===== src/rtl/fsm_sched_pkg.sv =====
// Shared types and widths for the round-robin scheduler slice.
// Latency: n/a (declarations only).
// Backpressure: n/a.
package fsm_sched_pkg;

    localparam int STATE_W = 2;
    localparam int CNT_W   = 16;

    typedef enum logic [STATE_W-1:0] {
        IDLE  = 2'd0,
        START = 2'd1,
        WAIT  = 2'd2,
        ACK   = 2'd3
    } sched_state_e;

endpackage


===== src/rtl/fsm_sched_if.sv =====
// Requester/scheduler/shared-unit signal bundle.
// Latency: n/a (wiring only).
// Backpressure: requests are levels held until granted; done is sampled only in WAIT.
interface fsm_sched_if
    import fsm_sched_pkg::*;
#(
    parameter int N = 4
) ();
    localparam int W = $clog2(N);

    logic [N-1:0]       req;
    logic [N-1:0]       grant;
    logic [N-1:0]       ack;
    logic [W-1:0]       owner;
    logic               start;
    logic               done;
    logic               busy;
    logic               timeout_err;
    logic [STATE_W-1:0] sched_state;

    // Scheduler side
    modport master (
        input  req, done,
        output grant, ack, owner, start, busy, timeout_err, sched_state
    );

    // Requesters / shared unit side
    modport slave (
        output req, done,
        input  grant, ack, owner, start, busy, timeout_err, sched_state
    );
endinterface


===== src/rtl/fsm_sched_rr_pick.sv =====
// Round-robin winner search starting one past the last owner.
// Latency: combinational.
// Backpressure: none; win_vld low when no request is pending.
module rr_pick #(
    parameter int N = 4,
    localparam int W = $clog2(N)
) (
    input  logic [N-1:0] req,
    input  logic [W-1:0] last_owner,
    output logic [W-1:0] win_idx,
    output logic         win_vld
);

    logic [W-1:0] cand;

    // Walk indices last_owner+1 .. last_owner+N (mod N); first set request wins
    always_comb begin
        win_idx = '0;
        win_vld = 1'b0;
        cand    = '0;
        for (int i = 1; i <= N; i++) begin
            cand = W'((int'(last_owner) + i) % N);
            if (!win_vld && req[cand]) begin
                win_vld = 1'b1;
                win_idx = cand;
            end
        end
    end

endmodule


===== src/rtl/fsm_sched.sv =====
// Round-robin scheduler granting one requester at a time access to a shared unit.
// Latency: grant registered 1 cycle after req; at least 4 cycles grant-to-grant.
// Backpressure: owner holds grant until done or wait timeout; other requesters wait.
module fsm_sched
    import fsm_sched_pkg::*;
#(
    parameter int N       = 4,
    parameter int TIMEOUT = 255
) (
    input  logic           clock,
    input  logic           reset,
    fsm_sched_if.master    bus
);

    localparam int W = $clog2(N);

    sched_state_e state_q, state_d;
    logic [N-1:0] grant_q, grant_d;
    logic [W-1:0] owner_q, owner_d;
    logic [W-1:0] last_owner_q, last_owner_d;
    logic [CNT_W-1:0] cnt_q, cnt_d;
    logic         err_q, err_d;
    logic         busy_q, busy_d;

    logic [W-1:0] win_idx;
    logic         win_vld;
    logic         start_dat;
    logic [N-1:0] ack_dat;

    rr_pick #(.N(N)) u_rr_pick (
        .req        (bus.req),
        .last_owner (last_owner_q),
        .win_idx    (win_idx),
        .win_vld    (win_vld)
    );

    // State register; last_owner resets to N-1 so requester 0 wins first
    always_ff @(posedge clock) begin
        if (!reset) begin
            state_q      <= IDLE;
            grant_q      <= '0;
            owner_q      <= '0;
            last_owner_q <= W'(N - 1);
            cnt_q        <= '0;
            err_q        <= 1'b0;
            busy_q       <= 1'b0;
        end else begin
            state_q      <= state_d;
            grant_q      <= grant_d;
            owner_q      <= owner_d;
            last_owner_q <= last_owner_d;
            cnt_q        <= cnt_d;
            err_q        <= err_d;
            busy_q       <= busy_d;
        end
    end

    // Next-state logic; done outside WAIT is deliberately not looked at
    always_comb begin
        state_d      = state_q;
        grant_d      = grant_q;
        owner_d      = owner_q;
        last_owner_d = last_owner_q;
        cnt_d        = cnt_q;
        err_d        = err_q;
        case (state_q)
            IDLE: begin
                grant_d = '0;
                if (win_vld) begin
                    state_d          = START;
                    grant_d[win_idx] = 1'b1;
                    owner_d          = win_idx;
                end
            end
            START: begin
                state_d = WAIT;
                cnt_d   = '0;
            end
            WAIT: begin
                cnt_d = cnt_q + 1'b1;
                if (bus.done) begin
                    state_d = ACK;
                end else if (cnt_d == CNT_W'(TIMEOUT)) begin
                    err_d   = 1'b1;
                    state_d = ACK;
                end
            end
            ACK: begin
                state_d      = IDLE;
                grant_d      = '0;
                last_owner_d = owner_q;
            end
            default: state_d = IDLE;
        endcase
        busy_d = (state_d != IDLE);
    end

    // Pulse outputs decoded straight from the registered state
    always_comb begin
        start_dat = (state_q == START);
        ack_dat   = '0;
        if (state_q == ACK) begin
            ack_dat[owner_q] = 1'b1;
        end
    end

    assign bus.grant       = grant_q;
    assign bus.owner       = owner_q;
    assign bus.busy        = busy_q;
    assign bus.timeout_err = err_q;
    assign bus.sched_state = state_q;
    assign bus.start       = start_dat;
    assign bus.ack         = ack_dat;

endmodule


===== src/flat_wrapper.sv =====
// flat-port wrapper written by rule: the top's interface ports become plain ports
module fsm_sched_flat import fsm_sched_pkg::*;
#(
    parameter int N       = 4,
    parameter int TIMEOUT = 255
)
  (clock, reset, bus_req, bus_done, bus_grant, bus_ack, bus_owner, bus_start, bus_busy, bus_timeout_err, bus_sched_state);
  fsm_sched_if #(.N(N)) bus_i ();
  input  logic clock;
  input  logic reset;
  input wire logic [$bits(bus_i.req)-1:0] bus_req;
  input wire logic [$bits(bus_i.done)-1:0] bus_done;
  output wire logic [$bits(bus_i.grant)-1:0] bus_grant;
  output wire logic [$bits(bus_i.ack)-1:0] bus_ack;
  output wire logic [$bits(bus_i.owner)-1:0] bus_owner;
  output wire logic [$bits(bus_i.start)-1:0] bus_start;
  output wire logic [$bits(bus_i.busy)-1:0] bus_busy;
  output wire logic [$bits(bus_i.timeout_err)-1:0] bus_timeout_err;
  output wire logic [$bits(bus_i.sched_state)-1:0] bus_sched_state;
  assign bus_i.req = bus_req;
  assign bus_i.done = bus_done;
  assign bus_grant = bus_i.grant;
  assign bus_ack = bus_i.ack;
  assign bus_owner = bus_i.owner;
  assign bus_start = bus_i.start;
  assign bus_busy = bus_i.busy;
  assign bus_timeout_err = bus_i.timeout_err;
  assign bus_sched_state = bus_i.sched_state;
  fsm_sched #(.N(N), .TIMEOUT(TIMEOUT)) u_core (.clock(clock), .reset(reset), .bus(bus_i));
endmodule

===== config.mk =====
export PLATFORM = sky130hd
export DESIGN_NAME = fsm_sched_flat
export DESIGN_NICKNAME = d
export VERILOG_FILES = /design/src/rtl/fsm_sched_pkg.sv /design/src/rtl/fsm_sched_if.sv /design/src/rtl/fsm_sched_rr_pick.sv /design/src/rtl/fsm_sched.sv /design/src/flat_wrapper.sv
export SDC_FILE = /design/constraint.sdc
export NUM_CORES = 1
export LEC_CHECK = 0
export BUFFER_PORTS_ARGS = -buffer_cell sky130_fd_sc_hd__buf_2
export CORE_MARGIN = 2
export CORE_UTILIZATION = 51
export DETAILED_ROUTE_END_ITERATION = 10
export HOLD_SLACK_MARGIN = 0.06
export PLACE_DENSITY = 0.83
export SYNTH_ARGS = -nofsm -noshare
export SYNTH_HDL_FRONTEND = slang
export SYNTH_SLANG_ARGS = --single-unit

===== constraint.sdc =====
create_clock -name clock -period 1.9 [get_ports clock]
set_clock_uncertainty 0.05 [all_clocks]
set_input_delay 0.095 -clock clock [delete_from_list [all_inputs] [get_ports clock]]
set_output_delay 0.095 -clock clock [all_outputs]
set_load 0.05 [all_outputs]

==> tab_implementation.tex, run 1 <==
\begin{tabular}{lr}
\hline
Metric & Value \\
\hline
\multicolumn{2}{l}{\textbf{Synth}} \\
\quad Number of enable-type register cells in the synthesized netlist & 0 \\
\quad Cell area after technology mapping & 1710 µm² \\
\quad Number of distinct standard cells referenced by the synthesized netlist & 49 \\
\quad Async set or reset register ratio after synthesis & 0 \\
\quad Synthesized area per cell & 7.91 µm² \\
\quad Post-Syn Instances & 216 \\
\quad Number of warnings reported in the yosys synthesis log & 0 \\
\quad \#FFs+latches synth & 28 \\
\quad Most frequently used flop master after synthesis & sky130\_fd\_sc\_hd\_\_dfxtp\_1 \\
\quad Sequential area share after synthesis & 0.328 \\
\quad Syn nets & 230 \\
\multicolumn{2}{l}{\textbf{Detailed routing}} \\
\quad Initial drt markers & 141 \\
\quad Detailed-route DRC error count & 0 \\
\quad Detailed-route wire length & 4.28 mm \\
\quad Routed wire per std cell & 14.0 µm \\
\quad Number of iterations in the first detailed-routing pass & 4 \\
\quad Post-DRT Antenna Nets & 0 \\
\quad Post-detailed-route via-to-cell ratio & 5.65 \\
\quad Vias after detailed routing & 1,724 \\
\multicolumn{2}{l}{\textbf{Worst setup path}} \\
\quad Kind of capture point of the worst setup path & register \\
\quad Worst Setup SP & u\_core.cnt\_q[0] \\
\quad Arrival time worst endpoint & 2.10 ns \\
\quad Worst setup slack for register-to-register paths & 0.03 ns \\
\quad Worst-path cell with the longest stage delay & sky130\_fd\_sc\_hd\_\_dfxtp\_2 \\
\quad Beginning of the worst register-to-register path & u\_core.cnt\_q[0] \\
\quad Critical path depth & 6 \\
\quad Max stage delay on crit path & 0.39 ns \\
\quad Type of the setup path with the least slack & register to register \\
\quad Cell-by-cell listing of the critical path & ha\_4 > nand3\_4 > or3\_4 > a2111oi\_4 > o2111ai\_2 > o31ai\_2 \\
\quad Critical path required time & 2.13 ns \\
\quad Launching element type of the critical path & register \\
\quad Logic depth of the worst register-to-register path & 6 \\
\quad Reg-to-Reg End & u\_core.bus.timeout\_err \\
\quad CP Buf/Inv Count & 0 \\
\quad Cell type group with the largest total delay on the critical path & compound AO/OA/AOI/OAI gates \\
\quad Largest driver fanout on the critical path & 6 \\
\multicolumn{2}{l}{\textbf{Clock network}} \\
\quad Worst-path clk slew & 0.16 ns \\
\quad Largest buffer count on any clock path & 2 \\
\quad Latest clock arrival within the worst-skew pair & 0.34 ns \\
\quad Clock root buffer master & sky130\_fd\_sc\_hd\_\_clkbuf\_4 \\
\quad Total clock buffers created by CTS & 3 \\
\quad TritonCTS clock tree & yes \\
\quad Deepest level of the CTS H-tree & 1 \\
\quad Clock sink total & 28 \\
\multicolumn{2}{l}{\textbf{Timing}} \\
\quad Aggregate negative setup slack & 0 ns \\
\quad Hold WS & 0.161 ns \\
\quad FMAX & 535 MHz \\
\quad Count of final setup violators & 0 \\
\quad Pins over their slew limit & 0 \\
\quad Post-layout min period & 1.87 ns \\
\quad Total count of hold-check failures in the final report & 0 \\
\quad Relative max-transition margin & 0.731 \\
\quad Transition time of the tightest slew-check pin & 0.403 ns \\
\quad Setup repair after global routing missed its margin & yes \\
\quad Final period util & 0.984 \\
\multicolumn{2}{l}{\textbf{Worst hold path}} \\
\quad Min-Delay Endpoint & u\_core.bus.grant[3] \\
\quad Number of stages on the worst hold path & 5 \\
\quad Hold Path Origin & bus\_req[2] \\
\quad Classification of the worst-slack hold path & input port to register \\
\multicolumn{2}{l}{\textbf{Global routing}} \\
\quad All-layer global routing usage & 0.226 \\
\quad Maximum number of pins on one net before global-route repair & 17 \\
\quad First-pass GRT wire length & 6.48 mm \\
\quad Remaining Overflow, GRT & 0 \\
\quad Via count of the first global-routing pass & 1,502 \\
\quad Number of antenna violations at the first check in global routing & 0 \\
\multicolumn{2}{l}{\textbf{Floorplan}} \\
\quad Number of rows created at floorplan & 21 \\
\quad Area of the core & 3280 µm² \\
\quad Full die area & 3830 µm² \\
\quad Y dimension of the die & 61.9 µm \\
\quad Die width & 61.9 µm \\
\quad \# IOs & 22 \\
\quad Starting density of the core & 0.520 \\
\multicolumn{2}{l}{\textbf{Finish}} \\
\quad Final core occ & 0.651 \\
\quad Post-layout nets & 274 \\
\quad Area Overhead vs Synth & 25.1\% \\
\quad Ratio of cells with drive above 1 in the final layout & 0.282 \\
\quad Final-layout fill cell count & 264 \\
\quad Inserted Diodes & 0 \\
\multicolumn{2}{l}{\textbf{Pwr}} \\
\quad Leakage Power & 0.872 nW \\
\quad Cell area power density & 1080 nW/µm² \\
\quad VDD IR-drop max & 0.819 mV \\
\multicolumn{2}{l}{\textbf{Placement}} \\
\quad Final weighted congestion of routability-driven global placement & 0.896 \\
\quad Placed wire-length estimate after detailed placement & 3.17 mm \\
\quad Number of buffers added on ports & 21 \\
\multicolumn{2}{l}{\textbf{Outcome}} \\
\quad Result of the run & complete, no violations \\
\multicolumn{2}{l}{\textbf{Job}} \\
\quad Max\_cap viols & 0 \\
\hline
\end{tabular}
## synth_stat cells, types with 3 or more instances
cell	count	share of area
sky130_fd_sc_hd__o21ai_0	12	0.035
sky130_fd_sc_hd__xnor2_1	3	0.015
sky130_fd_sc_hd__dfxtp_1	28	0.33
sky130_fd_sc_hd__nand2_1	25	0.055
sky130_fd_sc_hd__a21boi_0	4	0.018
sky130_fd_sc_hd__clkbuf_1	7	0.015
sky130_fd_sc_hd__nor3_1	7	0.021
sky130_fd_sc_hd__o21a_1	5	0.022
sky130_fd_sc_hd__a21oi_1	17	0.050
sky130_fd_sc_hd__nor4_1	3	0.011
sky130_fd_sc_hd__nand4_1	3	0.011
sky130_fd_sc_hd__and3_1	7	0.026
sky130_fd_sc_hd__nand3_1	11	0.032
sky130_fd_sc_hd__nor2_1	24	0.053
sky130_fd_sc_hd__nor3b_1	3	0.013
sky130_fd_sc_hd__ha_1	7	0.051
sky130_fd_sc_hd__inv_1	8	0.018
## power breakdown
group	switching, W	leakage [nW]	internal [W]
registers	0.0000658	0.229	0.000671
logic	0.000799	0.615	0.000370
clock network	0.000185	0.0279	0.000214
## stage by stage
stage          instance area, µm²  worst slack, ns  instances  power (W)
6_report                     2140           0.0308        305    0.00230
5_1_grt                      2140          -0.0372        305    0.00245
4_1_cts                      2100          0.00189        303    0.00227
3_5_place_dp                 2030          -0.0500        298    0.00187
3_3_place_gp                 2030           0.0228        298    0.00185
2_1_floorplan                1720          0.00527        216    0.00153
## how the worst max path moves through the flow
stage,to,slack [ns]
finish,u_core.bus.timeout_err,0.03
global route,u_core.bus.timeout_err,-0.04
CTS,u_core.bus.timeout_err,0.002
detailed placement,u_core.bus.timeout_err,-0.05
global placement,u_core.bus.timeout_err,0.02
floorplan,u_core.bus.timeout_err,0.005
## cell families after synthesis
logic type               share of synthesized area
XOR/XNOR                                    0.0256
multiplexers                                0.0249
AND/OR/NAND/NOR                              0.300
buffers and inverters                       0.0410
flip-flops                                   0.328
adder cells (fa/ha/maj)                     0.0513
AO/OA/AOI/OAI                                0.229
## final cells by class
cell class	count	area (µm²)	share of cell area
well taps	46	57.6	0.0269
clock inverters	1	30.0	0.0141
clock buffers	3	22.5	0.0105
flip-flops and latches	28	567	0.265
inverters	8	30.0	0.0141
repair buffers	49	320	0.150
multi-input cells	170	1110	0.519
## flip-flops by register name (all words and copies together), names as in the netlist
signal and cells:
u_core.bus.busy 1, u_core.bus.grant 4, u_core.bus.owner 2, u_core.bus.sched_state 2, u_core.bus.timeout_err 1, u_core.cnt_q 16
u_core.last_owner_q 2
## worst register-to-register path, cell delays in order, from the launching register on
cell and delay [ns]:
sky130_fd_sc_hd__dfxtp_2 0.39, sky130_fd_sc_hd__ha_4 0.17, sky130_fd_sc_hd__nand3_4 0.10, sky130_fd_sc_hd__or3_4 0.35, sky130_fd_sc_hd__a2111oi_4 0.32, sky130_fd_sc_hd__o2111ai_2 0.22
sky130_fd_sc_hd__o31ai_2 0.20
## per-layer routing
layer	track usage	up-vias	share of wire
met1	0.285	801	0.44
met2	0.379	49	0.49
met5	0	-	0
met3	0.0414	9	0.047
li1	-	865	-
met4	0.0912	0	0.019
## cells in the final DEF (no fill, tap or decap), types with 2 or more instances in the layout
master                          instances
sky130_fd_sc_hd__a22oi_1                2
sky130_fd_sc_hd__nand4_1                3
sky130_fd_sc_hd__ha_1                   5
sky130_fd_sc_hd__a21boi_0               4
sky130_fd_sc_hd__a21oi_1               17
sky130_fd_sc_hd__a31oi_1                2
sky130_fd_sc_hd__dfxtp_2                5
sky130_fd_sc_hd__buf_2                 21
sky130_fd_sc_hd__mux2_2                 2
sky130_fd_sc_hd__clkbuf_4               3
sky130_fd_sc_hd__or4_1                  2
sky130_fd_sc_hd__nor4_1                 3
sky130_fd_sc_hd__xnor2_1                3
sky130_fd_sc_hd__o21ai_1                2
sky130_fd_sc_hd__o21a_1                 5
sky130_fd_sc_hd__o31ai_1                2
sky130_fd_sc_hd__nor3b_1                2
sky130_fd_sc_hd__nor2_1                23
sky130_fd_sc_hd__dfxtp_1               23
sky130_fd_sc_hd__o21ai_0               11
sky130_fd_sc_hd__inv_1                  8
sky130_fd_sc_hd__a311oi_1               2
sky130_fd_sc_hd__nand2_1               24
sky130_fd_sc_hd__dlygate4sd3_1          2
sky130_fd_sc_hd__nand3_1               11
sky130_fd_sc_hd__nand2b_1               2
sky130_fd_sc_hd__buf_4                 26
sky130_fd_sc_hd__mux2i_1                2
sky130_fd_sc_hd__and3_1                 7
sky130_fd_sc_hd__nor3_1                 7
## timing repair
item,4_1_cts,5_1_grt
gates cloned,0,0
pin swaps,1,3
hold buffers,1,1
gates resized for setup,3,6
endpoints found under the hold margin,1,1
endpoints found under the setup margin,2,17
setup buffers,0,1
Power figures use the tool's default switching activity.
==> run 2, diff against run 1 <==
--- a/config.mk
+++ b/config.mk
@@ -5,12 +5,14 @@
 export SDC_FILE = /design/constraint.sdc
 export NUM_CORES = 1
 export LEC_CHECK = 0
+export ABC_CLOCK_PERIOD_IN_PS = 1900
 export BUFFER_PORTS_ARGS = -buffer_cell sky130_fd_sc_hd__buf_2
+export CORE_ASPECT_RATIO = 0.8
 export CORE_MARGIN = 2
-export CORE_UTILIZATION = 51
+export CORE_UTILIZATION = 40
 export DETAILED_ROUTE_END_ITERATION = 10
 export HOLD_SLACK_MARGIN = 0.06
-export PLACE_DENSITY = 0.83
+export PLACE_DENSITY = 0.69
 export SYNTH_ARGS = -nofsm -noshare
 export SYNTH_HDL_FRONTEND = slang
 export SYNTH_SLANG_ARGS = --single-unit
==> run 2 against run 1 <==
Compared with the run above:
- core utilization decreased by 13 points
- final area up 0.82%
- sequential power hardly changed
- critical path depth did not move
- maximum frequency increased by 2.3%
- die area increased by 26%
- global-route usage decreased by 4.2 points
- worst setup slack gained 0.042 ns
- register-to-register slack improved by 0.04 ns
- routed wire length is 0.37% higher
- count of clock-buffer cells in the layout stayed put
==> tab_implementation.tex, run 2 (synthesis results as in run 1) <==
\begin{tabular}{lr}
\hline
Metric & Value \\
\hline
\multicolumn{2}{l}{\textbf{Global routing}} \\
\quad Remaining Overflow, GRT & 0 \\
\quad First-pass GRT wire length & 7.22 mm \\
\quad All-layer global routing usage & 0.184 \\
\quad Number of antenna violations at the first check in global routing & 0 \\
\quad Via count of the first global-routing pass & 1,521 \\
\quad Maximum number of pins on one net before global-route repair & 17 \\
\multicolumn{2}{l}{\textbf{Worst setup path}} \\
\quad Critical path depth & 6 \\
\quad Max stage delay on crit path & 0.36 ns \\
\quad Launching element type of the critical path & register \\
\quad Cell-by-cell listing of the critical path & ha\_4 > nand3\_4 > or3\_4 > a2111oi\_4 > o2111ai\_2 > o31ai\_2 \\
\quad Reg-to-Reg End & u\_core.bus.timeout\_err \\
\quad CP Buf/Inv Count & 0 \\
\quad Worst-path cell with the longest stage delay & sky130\_fd\_sc\_hd\_\_dfxtp\_2 \\
\quad Type of the setup path with the least slack & register to register \\
\quad Cell type group with the largest total delay on the critical path & compound AO/OA/AOI/OAI gates \\
\quad Kind of capture point of the worst setup path & register \\
\quad Worst Setup SP & u\_core.cnt\_q[1] \\
\quad Beginning of the worst register-to-register path & u\_core.cnt\_q[1] \\
\quad Largest driver fanout on the critical path & 6 \\
\quad Arrival time worst endpoint & 1.99 ns \\
\quad Crit path to & u\_core.bus.timeout\_err \\
\quad Worst setup slack for register-to-register paths & 0.07 ns \\
\quad Critical path required time & 2.06 ns \\
\quad Logic depth of the worst register-to-register path & 6 \\
\multicolumn{2}{l}{\textbf{Timing}} \\
\quad FMAX & 547 MHz \\
\quad Count of final setup violators & 0 \\
\quad Relative max-transition margin & 0.680 \\
\quad Pins over their slew limit & 0 \\
\quad Post-layout min period & 1.83 ns \\
\quad Final period util & 0.962 \\
\quad Aggregate negative setup slack & 0 ns \\
\quad Transition time of the tightest slew-check pin & 0.479 ns \\
\quad Total count of hold-check failures in the final report & 0 \\
\quad Worst path setup slack after routing & 0.0724 ns \\
\multicolumn{2}{l}{\textbf{Finish}} \\
\quad Ratio of cells with drive above 1 in the final layout & 0.283 \\
\quad Post-route design area & 2150 µm² \\
\quad Inserted Diodes & 0 \\
\quad Area Overhead vs Synth & 26.2\% \\
\quad Largest Register & u\_core.cnt\_q \\
\quad Post-route insts no fill & 315 \\
\quad Max FFs per register & 16 \\
\quad Post-layout nets & 273 \\
\quad Most common cell after layout, fill and taps aside & sky130\_fd\_sc\_hd\_\_buf\_4 \\
\quad Top library cells by usage in the layout, fill and taps aside & 26 x sky130\_fd\_sc\_hd\_\_buf\_4, 25 x sky130\_fd\_sc\_hd\_\_nand2\_1, 24 x sky130\_fd\_sc\_hd\_\_nor2\_1, 22 x sky130\_fd\_sc\_hd\_\_dfxtp\_1, 21 x sky130\_fd\_sc\_hd\_\_buf\_2 \\
\multicolumn{2}{l}{\textbf{Floorplan}} \\
\quad Full die area & 4810 µm² \\
\quad Starting density of the core & 0.411 \\
\quad \# IOs & 22 \\
\quad Die width & 77.1 µm \\
\quad Number of rows created at floorplan & 21 \\
\quad Y dimension of the die & 62.4 µm \\
\quad Area of the core & 4150 µm² \\
\multicolumn{2}{l}{\textbf{Outcome}} \\
\quad Result of the run & complete, no violations \\
\multicolumn{2}{l}{\textbf{Detailed routing}} \\
\quad Detailed-route DRC error count & 0 \\
\quad Routed wire per std cell & 13.6 µm \\
\quad Detailed-route wire length & 4.30 mm \\
\quad Post-detailed-route via-to-cell ratio & 5.31 \\
\quad Post-DRT Antenna Nets & 0 \\
\quad Vias after detailed routing & 1,674 \\
\quad Initial drt markers & 154 \\
\quad Number of iterations in the first detailed-routing pass & 4 \\
\multicolumn{2}{l}{\textbf{Clock network}} \\
\quad Worst-path clk slew & 0.11 ns \\
\quad Clock sink total & 28 \\
\quad Deepest level of the CTS H-tree & 1 \\
\quad Largest buffer count on any clock path & 2 \\
\quad TritonCTS clock tree & yes \\
\quad Total clock buffers created by CTS & 3 \\
\quad Setup Fix Bufs, Post-CTS & 0 \\
\quad Clock root buffer master & sky130\_fd\_sc\_hd\_\_clkbuf\_8 \\
\quad Latest clock arrival within the worst-skew pair & 0.28 ns \\
\multicolumn{2}{l}{\textbf{Job}} \\
\quad Max\_cap viols & 0 \\
\multicolumn{2}{l}{\textbf{Placement}} \\
\quad Setup WS pre-CTS & -0.00497 ns \\
\quad Final weighted congestion of routability-driven global placement & 0.873 \\
\quad Number of instances in the placed design & 310 \\
\quad Placed wire-length estimate after detailed placement & 3.21 mm \\
\quad Number of buffers added on ports & 21 \\
\quad Area post-placement & 2050 µm² \\
\multicolumn{2}{l}{\textbf{Pwr}} \\
\quad Leakage Power & 0.876 nW \\
\quad Cell area power density & 1100 nW/µm² \\
\quad VDD IR-drop max & 0.795 mV \\
\multicolumn{2}{l}{\textbf{Worst hold path}} \\
\quad Classification of the worst-slack hold path & input port to register \\
\quad Hold Path Origin & reset \\
\hline
\end{tabular}
==> run 2: cell types whose count changed in the layout (fill, tap and decap cells not counted), sizes merged <==
| cell | delta |
|---|---|
| dlygate4sd3 | -1 |
==> run 2: cell type report <==
| cell class | instances | area, µm² |
|---|---|---|
| multi-input combinational | 170 | 1100 |
| timing repair buffer | 48 | 310 |
| tap | 57 | 71.3 |
| sequential | 28 | 568 |
| inverter | 8 | 30.0 |
| clock inverter | 1 | 30.0 |
| clock buffer | 3 | 41.3 |
| fill | 423 | 2000 |
==> run 2: worst reg2reg max path, delay by kind of cell (launching register included) <==
family / cells / cell delay (ns)
AOI/OAI and AO/OA: 3 / 0.74
adders and majority gates: 1 / 0.16
DFF: 1 / 0.36
and+or+nand+nor: 2 / 0.45
==> run 2: per-layer routing <==
layer | track usage | wire length (µm) | up-vias
met5 | 0 | 0 | -
met4 | 0.0357 | 17 | 0
met2 | 0.273 | 1830 | 34
met1 | 0.277 | 2320 | 771
li1 | - | - | 864
met3 | 0.0361 | 138 | 5
==> run 2: worst min path at each step <==
stage                                        end  slack (ns)  depth (start not counted)
after floorplan           u_core.bus.timeout_err        0.14                          1
after global placement    u_core.bus.timeout_err        0.27                          2
after detailed placement  u_core.bus.timeout_err        0.27                          2
after CTS                 u_core.last_owner_q[1]        0.14                          3
after global routing      u_core.last_owner_q[1]        0.15                          3
final                     u_core.last_owner_q[1]        0.15                          3
==> run 2: power breakdown <==
| part | internal (W) | leakage, nW | switching [W] |
|---|---|---|---|
| logic | 0.000370 | 0.610 | 0.000780 |
| clock network | 0.000283 | 0.0357 | 0.000203 |
| registers | 0.000670 | 0.230 | 0.0000665 |
| total | 0.00132 | 0.876 | 0.00105 |
==> run 2: per-stage QoR <==
stage	utilization	total power, W	hold WS [ns]
global route	0.519	0.00253	0.154
global placement	0.494	0.00188	0.266
floorplan	-	0.00153	0.141
detailed placement	0.494	0.00189	0.270
CTS	0.516	0.00238	0.140
finish	0.519	0.00237	0.149
==> run 2: what timing repair did <==
item	in CTS	in global routing
hold buffers	1	0
endpoints found under the setup margin	1	4
gates cloned	0	0
pin swaps	2	4
hold endpoints to repair	1	0
gates resized for setup	2	7
